===== src/rtl/btb_port_arbiter_if.sv =====
// Bundles the fetch lookup, execute update and BTB port signals that meet at
// the BTB port arbiter.
interface btb_port_arbiter_if;
  logic        lk_req;
  logic [31:0] lk_pc;
  logic        lk_resp;
  logic        lk_hit;
  logic [31:0] lk_target;

  logic        up_valid;
  logic [31:0] up_pc;
  logic [31:0] up_target;
  logic        up_ready;

  logic        btb_read;
  logic        btb_write;
  logic [31:0] btb_addr;
  logic [31:0] btb_wdata;
  logic [31:0] btb_rdata;
  logic        btb_hit;
  logic        btb_resp;

  // Arbiter side.
  modport slave (
    input  lk_req, lk_pc, up_valid, up_pc, up_target,
           btb_rdata, btb_hit, btb_resp,
    output lk_resp, lk_hit, lk_target, up_ready,
           btb_read, btb_write, btb_addr, btb_wdata
  );

  // Environment side: fetch, execute and the BTB itself.
  modport master (
    output lk_req, lk_pc, up_valid, up_pc, up_target,
           btb_rdata, btb_hit, btb_resp,
    input  lk_resp, lk_hit, lk_target, up_ready,
           btb_read, btb_write, btb_addr, btb_wdata
  );
endinterface


===== src/rtl/btb_port_arbiter.sv =====
// Arbitrates the single BTB port between fetch lookups and queued execute
// updates, forwarding still-queued targets to lookups.
module btb_port_arbiter #(
  parameter int QDEPTH     = 2,
  parameter int STARVE_MAX = 4
) (
  input logic               clk,
  input logic               rst_n,
  btb_port_arbiter_if.slave bus
);

  localparam int PW = $clog2(QDEPTH);
  localparam int CW = $clog2(QDEPTH + 1);
  localparam int SW = $clog2(STARVE_MAX + 1);

  typedef enum logic [1:0] {IDLE, LOOKUP, UPDATE} state_e;

  state_e        state_q;
  logic [CW-1:0] count_q, count_d;
  logic [PW-1:0] wr_ptr_q, rd_ptr_q;
  logic [SW-1:0] starve_q;
  logic [31:0]   addr_q, wdata_q;
  logic [31:0]   fifo_pc_q  [QDEPTH];
  logic [31:0]   fifo_tgt_q [QDEPTH];

  logic          full, nonempty, starved, push, pop;
  logic          go_update, go_lookup;
  logic          fwd_hit;
  logic [31:0]   fwd_tgt;
  logic [PW-1:0] idx;

  assign full      = (count_q == CW'(QDEPTH));
  assign nonempty  = (count_q != '0);
  assign starved   = (starve_q == SW'(STARVE_MAX));
  assign push      = bus.up_valid && !full;
  assign pop       = (state_q == UPDATE) && bus.btb_resp;
  assign go_update = full || (nonempty && starved) || (nonempty && !bus.lk_req);
  assign go_lookup = bus.lk_req && !full && !(nonempty && starved);

  always_comb begin
    count_d = count_q;
    if (push && !pop)      count_d = count_q + CW'(1);
    else if (!push && pop) count_d = count_q - CW'(1);
  end

  always_ff @(posedge clk or negedge rst_n) begin
    if (!rst_n) begin
      state_q  <= IDLE;
      count_q  <= '0;
      wr_ptr_q <= '0;
      rd_ptr_q <= '0;
      starve_q <= '0;
      addr_q   <= '0;
      wdata_q  <= '0;
    end else begin
      count_q <= count_d;
      if (push) wr_ptr_q <= wr_ptr_q + PW'(1);
      if (pop)  rd_ptr_q <= rd_ptr_q + PW'(1);
      unique case (state_q)
        IDLE: begin
          if (go_update) begin
            state_q  <= UPDATE;
            addr_q   <= fifo_pc_q[rd_ptr_q];
            wdata_q  <= fifo_tgt_q[rd_ptr_q];
            starve_q <= '0;
          end else if (go_lookup) begin
            state_q <= LOOKUP;
            addr_q  <= bus.lk_pc;
            // Only lookups that overtake a pending update count as starvation.
            if (nonempty && !starved) starve_q <= starve_q + SW'(1);
          end
        end
        LOOKUP:  if (bus.btb_resp) state_q <= IDLE;
        UPDATE:  if (bus.btb_resp) state_q <= IDLE;
        default: state_q <= IDLE;
      endcase
    end
  end

  // Queue storage carries no reset; occupancy and pointers define validity.
  always_ff @(posedge clk) begin
    if (push) begin
      fifo_pc_q[wr_ptr_q]  <= bus.up_pc;
      fifo_tgt_q[wr_ptr_q] <= bus.up_target;
    end
  end

  // Scan oldest to newest so the newest matching entry is the one kept.
  always_comb begin
    fwd_hit = 1'b0;
    fwd_tgt = '0;
    idx     = '0;
    for (int i = 0; i < QDEPTH; i++) begin
      idx = rd_ptr_q + PW'(i);
      if ((CW'(i) < count_q) && (fifo_pc_q[idx] == addr_q)) begin
        fwd_hit = 1'b1;
        fwd_tgt = fifo_tgt_q[idx];
      end
    end
  end

  assign bus.lk_resp   = (state_q == LOOKUP) && bus.btb_resp;
  assign bus.lk_hit    = bus.lk_resp && (fwd_hit || bus.btb_hit);
  assign bus.lk_target = !bus.lk_resp ? '0 : (fwd_hit ? fwd_tgt : bus.btb_rdata);
  assign bus.up_ready  = !full;
  assign bus.btb_read  = (state_q == LOOKUP);
  assign bus.btb_write = (state_q == UPDATE);
  assign bus.btb_addr  = addr_q;
  assign bus.btb_wdata = wdata_q;

endmodule


===== src/flat_wrapper.sv =====
// flat-port wrapper written by rule: the top's interface ports become plain ports
module btb_port_arbiter_flat 
#(
  parameter int QDEPTH     = 2,
  parameter int STARVE_MAX = 4
)
  (clk, rst_n, bus_lk_req, bus_lk_pc, bus_up_valid, bus_up_pc, bus_up_target, bus_btb_rdata, bus_btb_hit, bus_btb_resp, bus_lk_resp, bus_lk_hit, bus_lk_target, bus_up_ready, bus_btb_read, bus_btb_write, bus_btb_addr, bus_btb_wdata);
  btb_port_arbiter_if bus_i ();
  input logic clk;
  input logic rst_n;
  input wire logic [$bits(bus_i.lk_req)-1:0] bus_lk_req;
  input wire logic [$bits(bus_i.lk_pc)-1:0] bus_lk_pc;
  input wire logic [$bits(bus_i.up_valid)-1:0] bus_up_valid;
  input wire logic [$bits(bus_i.up_pc)-1:0] bus_up_pc;
  input wire logic [$bits(bus_i.up_target)-1:0] bus_up_target;
  input wire logic [$bits(bus_i.btb_rdata)-1:0] bus_btb_rdata;
  input wire logic [$bits(bus_i.btb_hit)-1:0] bus_btb_hit;
  input wire logic [$bits(bus_i.btb_resp)-1:0] bus_btb_resp;
  output wire logic [$bits(bus_i.lk_resp)-1:0] bus_lk_resp;
  output wire logic [$bits(bus_i.lk_hit)-1:0] bus_lk_hit;
  output wire logic [$bits(bus_i.lk_target)-1:0] bus_lk_target;
  output wire logic [$bits(bus_i.up_ready)-1:0] bus_up_ready;
  output wire logic [$bits(bus_i.btb_read)-1:0] bus_btb_read;
  output wire logic [$bits(bus_i.btb_write)-1:0] bus_btb_write;
  output wire logic [$bits(bus_i.btb_addr)-1:0] bus_btb_addr;
  output wire logic [$bits(bus_i.btb_wdata)-1:0] bus_btb_wdata;
  assign bus_i.lk_req = bus_lk_req;
  assign bus_i.lk_pc = bus_lk_pc;
  assign bus_i.up_valid = bus_up_valid;
  assign bus_i.up_pc = bus_up_pc;
  assign bus_i.up_target = bus_up_target;
  assign bus_i.btb_rdata = bus_btb_rdata;
  assign bus_i.btb_hit = bus_btb_hit;
  assign bus_i.btb_resp = bus_btb_resp;
  assign bus_lk_resp = bus_i.lk_resp;
  assign bus_lk_hit = bus_i.lk_hit;
  assign bus_lk_target = bus_i.lk_target;
  assign bus_up_ready = bus_i.up_ready;
  assign bus_btb_read = bus_i.btb_read;
  assign bus_btb_write = bus_i.btb_write;
  assign bus_btb_addr = bus_i.btb_addr;
  assign bus_btb_wdata = bus_i.btb_wdata;
  btb_port_arbiter #(.QDEPTH(QDEPTH), .STARVE_MAX(STARVE_MAX)) u_core (.clk(clk), .rst_n(rst_n), .bus(bus_i));
endmodule

===== config.mk =====
export PLATFORM = sky130hd
export DESIGN_NAME = btb_port_arbiter_flat
export DESIGN_NICKNAME = d
export VERILOG_FILES = /design/src/rtl/btb_port_arbiter_if.sv /design/src/rtl/btb_port_arbiter.sv /design/src/flat_wrapper.sv
export SDC_FILE = /design/constraint.sdc
export NUM_CORES = 1
export LEC_CHECK = 0
export ABC_AREA = 1
export CAP_MARGIN = 30
export CORE_UTILIZATION = 39
export DETAILED_ROUTE_END_ITERATION = 7
export SETUP_SLACK_MARGIN = 0.5
export SYNTH_ARGS = -nofsm -noshare
export SYNTH_HDL_FRONTEND = slang
export SYNTH_SLANG_ARGS = --single-unit

===== constraint.sdc =====
create_clock -name clk -period 5.7 [get_ports clk]
set_input_delay 0.855 -clock clk [delete_from_list [all_inputs] [get_ports clk]]
set_output_delay 0.855 -clock clk [all_outputs]
set_load 0.01 [all_outputs]

**Yosys cells after proc, flatten, opt, wreduce, memory -nomap -nowiden**

Memory sizes are Yosys's and may differ from the RTL's.
Index checks and enable logic that the tools add are counted.

- Multiplexer cells: 19
- Add/subtract/negate cells: 5
- Magnitude comparators: 2
- Reductions and logical operators: 32
- Equality and inequality tests: 8

Operator list:

| operator | number |
|---|---|
| two-way mux 32 bit | 6 |
| == test 32 bit | 2 |
| logical AND 1 bit | 13 |
| two-way mux 2 bit | 5 |
| two-way mux 3 bit | 3 |
| nonzero test 2 bit | 4 |
| logical NOT 1 bit | 6 |
| AND reduction 2 bit | 3 |
| == test 2 bit, second input constant | 2 |
| < comparator 1 x 2 -> 1 bit, first input constant | 2 |
| two-way mux 1 bit | 4 |
| case mux 2 bit (2 select lines) | 1 |
| adder 3 x 1 -> 3 bit, second input constant | 1 |
| == test 3 bit, second input constant | 1 |
| logical OR 1 bit | 3 |
| inequality test 3 x 1 -> 1 bit, second input constant | 1 |
| AND reduction 3 bit | 1 |
| adder 1 bit, second input constant | 2 |
| adder 2 x 1 -> 2 bit, second input constant | 1 |
| == test 2 x 1 -> 1 bit, second input constant | 1 |
| logical NOT 2 bit | 1 |
| inequality test 2 x 1 -> 1 bit, second input constant | 1 |
| OR reduction 2 bit | 1 |
| subtractor 2 x 1 -> 2 bit, second input constant | 1 |

- Bits of input ports: 134
- Bits in registers: 73
- Memories kept: 2
- RAM bits: 128
- Output and inout port bits: 101

Memory list:

| memory | words | width | rd ports | clocked after Yosys merged registers in | wr ports | line | source |
|---|---|---|---|---|---|---|---|
| u_core.fifo_pc_q | 2 | 32 | 2 | 0 | 1 | btb_port_arbiter.sv:23 | `logic [31:0] fifo_pc_q [QDEPTH];` |
| u_core.fifo_tgt_q | 2 | 32 | 2 | 0 | 1 | btb_port_arbiter.sv:24 | `logic [31:0] fifo_tgt_q [QDEPTH];` |

**Longest topological paths before layout**

Gate-level depths: netlist of run 1.

- Word-level depth: 7
- Mapped depth: 16
- Depth with buffers taken out: 14

**Worst setup path before layout of run 1**

No wires, ideal clock.

- Path kind: input to register
- Start: input port bus_up_valid
- End: memory u_core.fifo_pc_q[0][0] (enable)
- Arrival: 3643 ps
- Setup time: 486 ps
- Slack: 1571 ps
- Buffers on the path: 0
- Required time: 5214 ps
- Stages on the path: 2
- Path through: nand2_1 nor2_1

- Word-level cells in the longest chain between the ends: 3

Ends and longest elaborated chain:

| element | line | source |
|---|---|---|
| from (decl) | flat_wrapper.sv:13 | `input wire logic [$bits(bus_i.up_valid)-1:0] bus_up_valid;` |
| logical AND 1 bit | btb_port_arbiter.sv:35 | `assign push = bus.up_valid && !full;` |
| two-way mux 1 bit | btb_port_arbiter.sv:82 | `if (push) begin` |
| two-way mux 1 bit (implied by the code) | btb_port_arbiter.sv:83 | `fifo_pc_q[wr_ptr_q] <= bus.up_pc;` |
| to (decl) | btb_port_arbiter.sv:23 |  |

Every way passes these cells.

**Final worst setup path of run 1**

- Start: register u_core.rd_ptr_q
- End: output port bus_lk_target[5]

- Word-level cells in the longest chain between the ends: 7
- Elaborated cells between the ends (all ways): 13
- Classes of those cells: 1 x add/sub; 2 x eq/ne; 6 x mux; 2 x reduce/logical; 2 x memory

Ends and longest elaborated chain:

| element | line | source |
|---|---|---|
| from (decl) | btb_port_arbiter.sv:20 | `logic [PW-1:0] wr_ptr_q, rd_ptr_q;` |
| from (signal assigned) | btb_port_arbiter.sv:58 | `if (pop) rd_ptr_q <= rd_ptr_q + PW'(1);` |
| adder 1 bit or memory read (2 x 32 bit) (tied branches) | - |  |
| memory read (2 x 32 bit) or == test 32 bit (tied branches) | - |  |
| == test 32 bit or logical AND 1 bit (tied branches) | btb_port_arbiter.sv:95 | `if ((CW'(i) < count_q) && (fifo_pc_q[idx] == addr_q)) begin` |
| logical AND 1 bit (tied with other cells) | btb_port_arbiter.sv:95 |  |
| two-way mux 32 bit or two-way mux 1 bit (tied branches) | btb_port_arbiter.sv:95 |  |
| two-way mux 32 bit * (2 in series) | btb_port_arbiter.sv:104 | `assign bus.lk_target = !bus.lk_resp ? '0 : (fwd_hit ? fwd_tgt : bus.btb_rdata);` |
| to (decl) | flat_wrapper.sv:21 | `output wire logic [$bits(bus_i.lk_target)-1:0] bus_lk_target;` |

Every way passes the cells marked *; elsewhere a longest branch is shown, timed or not.

==> impl_metrics.ini, run 1 <==
[cells_and_area]
mostFrequentLayoutCells = nand2_1 (517), clkdlybuf4s50_1 (233), inv_1 (140), nor2_1 (139), edfxtp_1 (128)
area_delta_synth_final_pct = 31.13
layout_commonest_cell = nand2_1
drive_gt1_share_pct = 4.026
fin_nets = 1789
design_area_um2 = 14440

[logic_synthesis]
yosys-top-cells-area = edfxtp_1 (35%), nand2_1 (18%), dfrtp_1 (17%), o21ai_0 (5.1%), nor2_1 (4.9%)
synth-warning-count = 0
yosysTopAreaCell = edfxtp_1
synth_seq_area_share_pct = 51.49
async_flop_share_pct = 36.32
ys_ff_latch = 201
synth_top_cell_area_share_pct = 34.91
synth_cells = 1430
syn-cell-area_um2 = 11010
syn_nets = 1573
synthFlopType = edfxtp_1
synth_edf_count = 128
synthDistinctLibCells = 29
synth_area_per_cell_um2 = 7.701

[drt]
dr_wl_met2_mm = 16.61
drc_errors = 0
wl_per_cell_um = 17.11
firstDrtPassIters = 5
via_per_inst = 5.022
initialDrtViolationCount = 697
wl_mm = 34.98
via_count = 10265
top_layer_used = met5
wl_met3_mm = 2.351
wl_met1_mm = 15.06
antenna_left = 0

[worst_setup_path]
r2r_setup_slack_ns = 2.22
cp-start-kind = register
cp.arrival_ns = 4.01
rr_startpoint = u_core.count_q[1]
required_ns = 4.85
worst-setup-path-type = register to output port
critPathMaxFanout = 49
crit_path_end_kind = output port
crit_start = u_core.rd_ptr_q

[sta]
tns_ns = 0
tightestPinTransition_ns = 0.8906
setup_viol = 0
finalCriticalPeriod_ns = 4.861
rsz0062_at_grt = false
clock.fmax_ghz = 0.2057
slew_viol_final = 0
period_share_pct = 85.27
maxSlewHeadroom_pct = 40.26
hold_violations = 0
skew_ns = 0.02025

[die]
start_util_pct = 39.64
rows = 61
coreArea_um2 = 27780
io_pins = 235
die-area_um2 = 28910
die_width_um = 170.0
die_y_um = 170.0

[clocking]
clk_pin_slew_ns = 0.06
postCtsSetupBuffers = 0
clk_latency_ns = 0.53
cts_buffer_depth = 3
cts_htree_levels = 1
tritoncts = done
postCtsHoldBufs = 0
cts.sinks = 201
post_cts_resized = 0
cts_buffers = 24
clockRootBuffer = clkbuf_16

[global_route]
grt_pass1_vias = 9986
grt_antenna_before_repair = 3
grt_pass1_wl_mm = 54.15
grt_start_max_net_pins = 78
grt_overflow = 0
grt_usage_pct = 24.53

[job]
drv_cap = 0

[pwr]
peakVddDrop_mv = 0.3237
power_density_nw_per_um2 = 539.8
p_leak_uw = 0.006594

[placed_design]
io_buffers = 234
hpwl_mm = 25.21
placed_area_um2 = 13700
gp_congestion = 0.9483

[hold_path]
holdCritPathClass = input port to asynchronous set/reset pin

[outcome]
status = completed
-- metrics by stage --
stage	utilization [%]	hold WS (ns)	setup slack [ns]	std cells	total power, uW
2_1_floorplan	-	0.4733	1.571	1430	4807
3_3_place_gp	49.31	0.4534	1.399	1998	6327
3_5_place_dp	49.31	0.4574	1.422	1998	6369
4_1_cts	51.96	0.2830	0.8513	2042	7823
5_1_grt	51.97	0.3057	0.5343	2043	8422
6_report	51.98	0.2804	0.8394	2044	7795
-- critical path, stage by stage, from the launching register on --
cell and delay [ns]:
dfrtp_4 0.70, buf_4 0.51, o21ai_0 0.18, nand2_1 0.09, nand2_1 0.10, inv_1 0.07, nand2_1 0.07, nor2_1 0.23
nand3_1 0.13, nor2_2 0.30, o21ai_2 0.09, buf_4 0.24, nor2_1 0.18, nor2_1 0.07, clkdlybuf4s50_1 0.48
-- sequential cells by signal, indices dropped and copies added (netlist names) --
name,count
u_core.starve_q,3
u_core.count_q,2
u_core.rd_ptr_q,1
u_core.bus.btb_wdata,32
u_core.wr_ptr_q,1
u_core.bus.btb_addr,32
u_core.fifo_tgt_q,64
u_core.fifo_pc_q,64
u_core.state_q,2
-- final timing paths --
path                                                  to  depth (start not counted)
min in group clk                 u_core.bus.btb_wdata[2]                          2
worst min-delay path            u_core.bus.btb_wdata[19]                          1
max in group asynchronous                u_core.rd_ptr_q                          2
worst max register to register   u_core.bus.btb_addr[28]                         14
worst max-delay path                    bus_lk_target[5]                         14
worst min register to register   u_core.bus.btb_wdata[2]                          2
-- final cells by class --
type                            instances  area [um2]
Tap cell                              378       473.0
Inverter                              143       536.8
Timing Repair Buffer                  254        2502
Sequential cell                       201        5674
Fill cell                            2667       13340
Multi-Input combinational cell       1022        4513
Clock inverter                          6       42.54
Antenna cell                            2       5.005
Clock buffer                           38       693.2
-- synth_stat cells, types with 2 or more instances --
library cell  count
nand2_1         517
nor2_1          143
inv_1           140
edfxtp_1        128
o21ai_0         113
nand3_1         106
dfrtp_1          73
a21oi_1          60
clkbuf_1         31
o22ai_1          23
buf_2            18
nand4_1          15
xor2_1           13
ha_1              9
buf_4             6
buf_1             5
o21ai_1           5
buf_6             4
o211ai_1          4
and2_1            3
or2_2             3
clkinv_1          2
nand3b_1          2
o21ai_2           2
-- layer usage --
layer  track usage, %  vias up
met1            31.74     4821
met3            4.349       53
met2            41.82      322
met5                0        -
met4            7.129        2
li1                 -     5067
-- cells by family after synthesis --
| group | after synthesis | share of synthesized area (%) |
|---|---|---|
| xor+xnor | 14 | 1.114 |
| compound gates | 207 | 9.828 |
| flops | 201 | 51.49 |
| fa+ha+maj | 9 | 1.023 |
| simple gates | 792 | 28.80 |
| buf+inv | 207 | 7.738 |
-- power breakdown --
| part | switching (uW) | total [uW] | internal (uW) |
|---|---|---|---|
| clock | 600 | 1430 | 832 |
| combinational | 2510 | 3940 | 1430 |
| sequential | 351 | 2430 | 2080 |
Power figures use the tool's default switching activity.
==> run 2: changes to the inputs <==
--- a/config.mk
+++ b/config.mk
@@ -9,6 +9,7 @@
 export CAP_MARGIN = 30
 export CORE_UTILIZATION = 39
 export DETAILED_ROUTE_END_ITERATION = 7
+export GPL_TIMING_DRIVEN = 0
 export SETUP_SLACK_MARGIN = 0.5
 export SYNTH_ARGS = -nofsm -noshare
 export SYNTH_HDL_FRONTEND = slang
==> run 2 against run 1 <==
Compared with the run above: clock power is 13% higher; die area unchanged; total power increased by 8.0%; register-to-register slack better by 0.24 ns; via count increased by 6.1%; combinational power is 12% higher; critical path depth down 1; setup slack better by 0.17 ns; highest routed layer is now met4.
==> impl_metrics.ini, run 2 (synthesis gave the netlist of run 1 again) <==
[outcome]
status = completed

[worst_setup_path]
path_cells = inv_2 -> buf_2 -> nand2_1 -> nand2_1 -> xor2_1 -> nand3_1 -> nor3_1 -> nand3_1 -> buf_2 -> nand3_1 -> nand2_1 -> nor2_1 -> clkdlybuf4s50_1
slowest_delay_ns = 0.59
cp-start-kind = register
worst-setup-path-type = register to output port
crit_path_end_kind = output port
required_ns = 4.85
cp.arrival_ns = 3.84
slowest_stage = clkdlybuf4s50_1
r2r_setup_slack_ns = 2.46
critPathMaxFanout = 10

[global_route]
grt_pass1_vias = 10397
grt_pass1_wl_mm = 60.80
grt_start_max_net_pins = 44
grt_usage_pct = 28.33
grt_overflow = 0
grt_antenna_before_repair = 0

[hold_path]
holdCritPathClass = input port to asynchronous set/reset pin

[die]
io_pins = 235
start_util_pct = 39.64
die_y_um = 170.0
rows = 61
die-area_um2 = 28910
die_width_um = 170.0
coreArea_um2 = 27780

[pwr]
p_seq_share_pct = 28.4
combPwrFrac_pct = 52.3
power_density_nw_per_um2 = 569.6
p_int_uw = 4581
p_switching_uw = 3837
p_leak_uw = 0.006758
peakVddDrop_mv = 0.2307
clkPwrFrac_pct = 19.3
switching_share_pct = 45.58
total_power_uw = 8418

[clocking]
postCtsSetupBuffers = 0
postCtsHoldBufs = 0
cts_htree_levels = 1
clk_pin_slew_ns = 0.06
post_cts_resized = 0
cts.sinks = 201
tritoncts = done
cts_buffers = 24
clockRootBuffer = clkbuf_16
clk_latency_ns = 0.53
cts_buffer_depth = 3

[sta]
maxSlewHeadroom_pct = 35.98
clock.fmax_ghz = 0.2131
period_share_pct = 82.33
tightestPinTransition_ns = 0.9603
rsz0062_at_grt = false
finalCriticalPeriod_ns = 4.693
slew_viol_final = 0
holdWs_ns = 0.2975
skew_ns = 0.01104
hold_violations = 0
setup_viol = 0

[cells_and_area]
mostFrequentLayoutCells = nand2_1 (517), clkdlybuf4s50_1 (233), nor2_1 (141), inv_1 (140), edfxtp_1 (128)
multi_input_area_um2 = 4504
seq_area_um2 = 5670
area_delta_synth_final_pct = 34.21
fill_cells = 2741
final_cells = 2091
drive_gt1_share_pct = 4.670
reg_top3 = u_core.fifo_pc_q: 64 flops, u_core.fifo_tgt_q: 64 flops
num_antenna_cells = 0
fin_nets = 1838
layout_commonest_cell = nand2_1

[job]
drv_cap = 0

[drt]
wl_mm = 41.00
antenna_left = 0
dr_wl_met2_mm = 17.95
firstDrtPassIters = 5
wl_per_cell_um = 19.61
via_per_inst = 5.207
wl_met1_mm = 18.32
top_layer_used = met4
via_count = 10888
wl_met3_mm = 3.320
initialDrtViolationCount = 954
drc_errors = 0

[placed_design]
io_buffers = 234
gp_congestion = 0.9546
place_inst = 2047
hpwl_mm = 30.52
==> run 2: cell count changes in the layout (fill, tap and decap cells not counted), moves of 3 or more <==
cell	delta
buf_1	+5
buf_12	+3
buf_2	+18
buf_4	-13
buf_6	+4
bufinv_16	+4
clkbuf_1	+24
clkinv_1	+3
==> run 2: worst paths after layout <==
check / from / end / cells past startpoint
max in group asynchronous: rst_n / u_core.bus.btb_addr[17] / 2
min reg2reg: u_core.bus.btb_wdata[17] / u_core.bus.btb_wdata[17] / 2
min: rst_n / u_core.bus.btb_wdata[25] / 1
max: u_core.rd_ptr_q / bus_lk_target[5] / 13
min in group clk: u_core.bus.btb_wdata[17] / u_core.bus.btb_wdata[17] / 2
max reg2reg: u_core.count_q[1] / u_core.bus.btb_wdata[25] / 11
==> run 2: layer usage <==
layer  global-route usage, %  up-vias
li1                        -     5181
met1                   39.97     5171
met2                   43.96      462
met3                   4.930       74
met4                   9.244        0
met5                       0        -
==> run 2: power by group through the flow <==
stage | Clock [uW] | Combinational [uW] | Sequential [uW]
2_1_floorplan | 0 | 2360 | 2440
3_3_place_gp | 0 | 4230 | 2450
3_5_place_dp | 0 | 4330 | 2400
4_1_cts | 1640 | 4350 | 2390
5_1_grt | 1700 | 4810 | 2440
6_report | 1620 | 4400 | 2390
==> run 2: per-stage QoR <==
stage	worst slack, ns	TNS, ns	utilization (%)	instance area [um2]
2_1_floorplan	1.571	0	-	11010
3_3_place_gp	-1.154	-143.01	49.77	13830
3_5_place_dp	1.637	0	50.20	13950
4_1_cts	1.037	0	53.20	14780
5_1_grt	0.7954	0	53.20	14780
6_report	1.007	0	53.20	14780
==> run 2: area by class of cell <==
type / count / area share [%]
Tap cell: 378 / 3.200
Clock buffer: 30 / 4.495
Clock inverter: 14 / 1.134
Timing Repair Buffer: 239 / 16.56
Buffer: 64 / 2.133
Sequential cell: 201 / 38.37
Multi-Input combinational cell: 1022 / 30.48
Inverter: 143 / 3.632
==> run 2: critical path, delay by kind of cell, from the launching register on <==
kind                      cells  cell delay [ns]
and+or+nand+nor               8             1.12
xor gates and xnor gates      1             0.45
buffers and inverters         4             1.35
DFF                           1             0.38
==> run 3: changes to the inputs <==
--- a/config.mk
+++ b/config.mk
@@ -10,6 +10,7 @@
 export CORE_UTILIZATION = 39
 export DETAILED_ROUTE_END_ITERATION = 7
 export GPL_TIMING_DRIVEN = 0
+export PLACE_DENSITY = 0.66
 export SETUP_SLACK_MARGIN = 0.5
 export SYNTH_ARGS = -nofsm -noshare
 export SYNTH_HDL_FRONTEND = slang
==> constraint.sdc (replaced) <==
create_clock -name clk -period 3.85 [get_ports clk]
set_input_delay 0.5775 -clock clk [delete_from_list [all_inputs] [get_ports clk]]
set_output_delay 0.5775 -clock clk [all_outputs]
set_load 0.01 [all_outputs]
==> run 3 against run 2 <==
Compared with the run above: sequential cell count is the same; total power up 62%; clock power rose by 43%; sequential share of layout area is 3.3 points lower; wire length rose by 7.0%; clock-buffer cell count rose by 2; non-clock buffer count rose by 50; highest routed layer is now met5.
==> impl_metrics.ini, run 3 (synthesis gave the netlist of run 1 again) <==
[cells_and_area]
area_delta_synth_final_pct = 47.05
fill_cells = 2528
multi_input_area_um2 = 5170
utilization_pct = 58.29
mostFrequentLayoutCells = nand2_1 (466), clkdlybuf4s50_1 (200), inv_1 (140), edfxtp_1 (128), o21ai_0 (107)
reg_top3 = u_core.fifo_pc_q: 64 flops, u_core.fifo_tgt_q: 64 flops
fin_nets = 1888
seq_area_um2 = 5672
drive_gt1_share_pct = 17.81
layout_commonest_cell = nand2_1

[sta]
hold_violations = 0
setup_viol = 0
finalCriticalPeriod_ns = 3.590
holdWs_ns = 0.05331
tightestPinTransition_ns = 0.8816
clock.fmax_ghz = 0.2786
skew_ns = 0.008537
maxSlewHeadroom_pct = 41.23
period_share_pct = 93.23
rsz0062_at_grt = true
slew_viol_final = 0
setup_slack_ns = 0.2605
tns_ns = 0

[drt]
via_per_inst = 5.334
via_count = 11430
firstDrtPassIters = 7
wl_per_cell_um = 20.48
antenna_left = 0
initialDrtViolationCount = 1152
wl_mm = 43.88
drc_errors = 0

[global_route]
grt_pass1_vias = 10741
grt_antenna_before_repair = 4
grt_start_max_net_pins = 39
grt_usage_pct = 28.98
grt_overflow = 0
grt_pass1_wl_mm = 61.95

[worst_setup_path]
cp-start-kind = register
r2r-end = u_core.bus.btb_addr[7]
rr_startpoint = u_core.rd_ptr_q
cp.arrival_ns = 3.01
required_ns = 3.27
reg2reg_depth = 26
crit_path_end_kind = output port
worst-setup-path-type = register to output port
r2r_setup_slack_ns = 0.52
critPathMaxFanout = 10

[die]
start_util_pct = 39.64
die-area_um2 = 28910
coreArea_um2 = 27780
io_pins = 235
rows = 61
die_width_um = 170.0
die_y_um = 170.0

[clocking]
clockRootBuffer = clkbuf_16
cts_buffers = 24
cts_htree_levels = 1
cts_buffer_depth = 3
clk_latency_ns = 0.53
postCtsHoldBufs = 0
tritoncts = done
clk_pin_slew_ns = 0.06
cts.sinks = 201

[placed_design]
gp_congestion = 0.9716
io_buffers = 234
hpwl_mm = 30.32
place_ws_ns = 0.1167

[pwr]
p_leak_uw = 0.007428
peakVddDrop_mv = 0.4733
power_density_nw_per_um2 = 842.3

[outcome]
status = completed

[job]
drv_cap = 0

[hold_path]
holdCritPathClass = input port to asynchronous set/reset pin
## run 3: cell count changes in the layout (fill, tap and decap cells not counted), moves of 10 or more
| cell | previous run | this run |
|---|---|---|
| nand2_2 | 0 | 46 |
| nand3_2 | 0 | 34 |
| buf_8 | 0 | 10 |
| nor2_4 | 2 | 12 |
| nand2_1 | 517 | 466 |
| nor2_1 | 141 | 103 |
| buf_6 | 4 | 36 |
| nor2_2 | 1 | 29 |
| clkdlybuf4s50_1 | 233 | 200 |
| buf_2 | 18 | 29 |
| nand3_1 | 106 | 65 |
| buf_12 | 4 | 17 |
## run 3: layer usage
metal	wire [um]	up-vias	GRT usage (%)
met3	4015	105	5.488
met2	19630	582	45.26
met4	1669	4	10.89
met5	23	-	0
li1	-	5296	-
met1	18540	5443	39.85
## run 3: through the flow
stage	instances	total power, uW	cell area (um2)
after floorplan	1430	7117	11010
after global placement	2042	9857	13830
after detailed placement	2047	9972	13950
after CTS	2126	12810	15350
after global routing	2143	14370	16190
final	2143	13640	16190
## run 3: worst max-delay path: stages (launching register included)
cell and delay [ns]:
dfrtp_2 0.48, buf_12 0.19, buf_12 0.15, nand2_2 0.07
nand2_1 0.07, nand2_2 0.11, nand2_1 0.07, nor2_2 0.17
nand3_2 0.15, nor3_4 0.18, nand3_4 0.15, buf_6 0.17
clkbuf_16 0.16, nand3_4 0.07, nand2_4 0.05, nor2_4 0.12
buf_6 0.11
## run 3: timing repair
item,CTS,global route
setup buffers,32,8
resized for setup,260,172
setup endpoints to repair,33,58
pin swaps,20,63
cloned,3,7
## run 3: where the power goes
part	internal (uW)	switching, uW
Combinational	2940	4810
Clock	1400	910
Sequential	3070	513
Total	7410	6230
## run 3: area by class of cell
| cell class | count | area share [%] |
|---|---|---|
| antenna | 2 | 0.03091 |
| buffer | 64 | 3.670 |
| clock buffer | 32 | 4.087 |
| clock inverter | 12 | 0.7881 |
| inverter | 143 | 3.361 |
| multi-input combinational | 1022 | 31.93 |
| sequential | 201 | 35.03 |
| tap | 378 | 2.921 |
| timing repair buffer | 289 | 18.19 |
## run 3: worst max-delay path by stage
stage | from | to | slack, ns
6_report | u_core.rd_ptr_q | bus_lk_target[28] | 0.26
5_1_grt | u_core.rd_ptr_q | bus_lk_target[14] | 0.17
4_1_cts | u_core.rd_ptr_q | bus_lk_target[6] | 0.29
3_5_place_dp | u_core.rd_ptr_q | bus_lk_target[6] | 0.12
3_3_place_gp | bus_up_valid | u_core.fifo_pc_q[0][20] | -2.48
2_1_floorplan | u_core.count_q[0] | u_core.fifo_pc_q[0][0] | -0.19
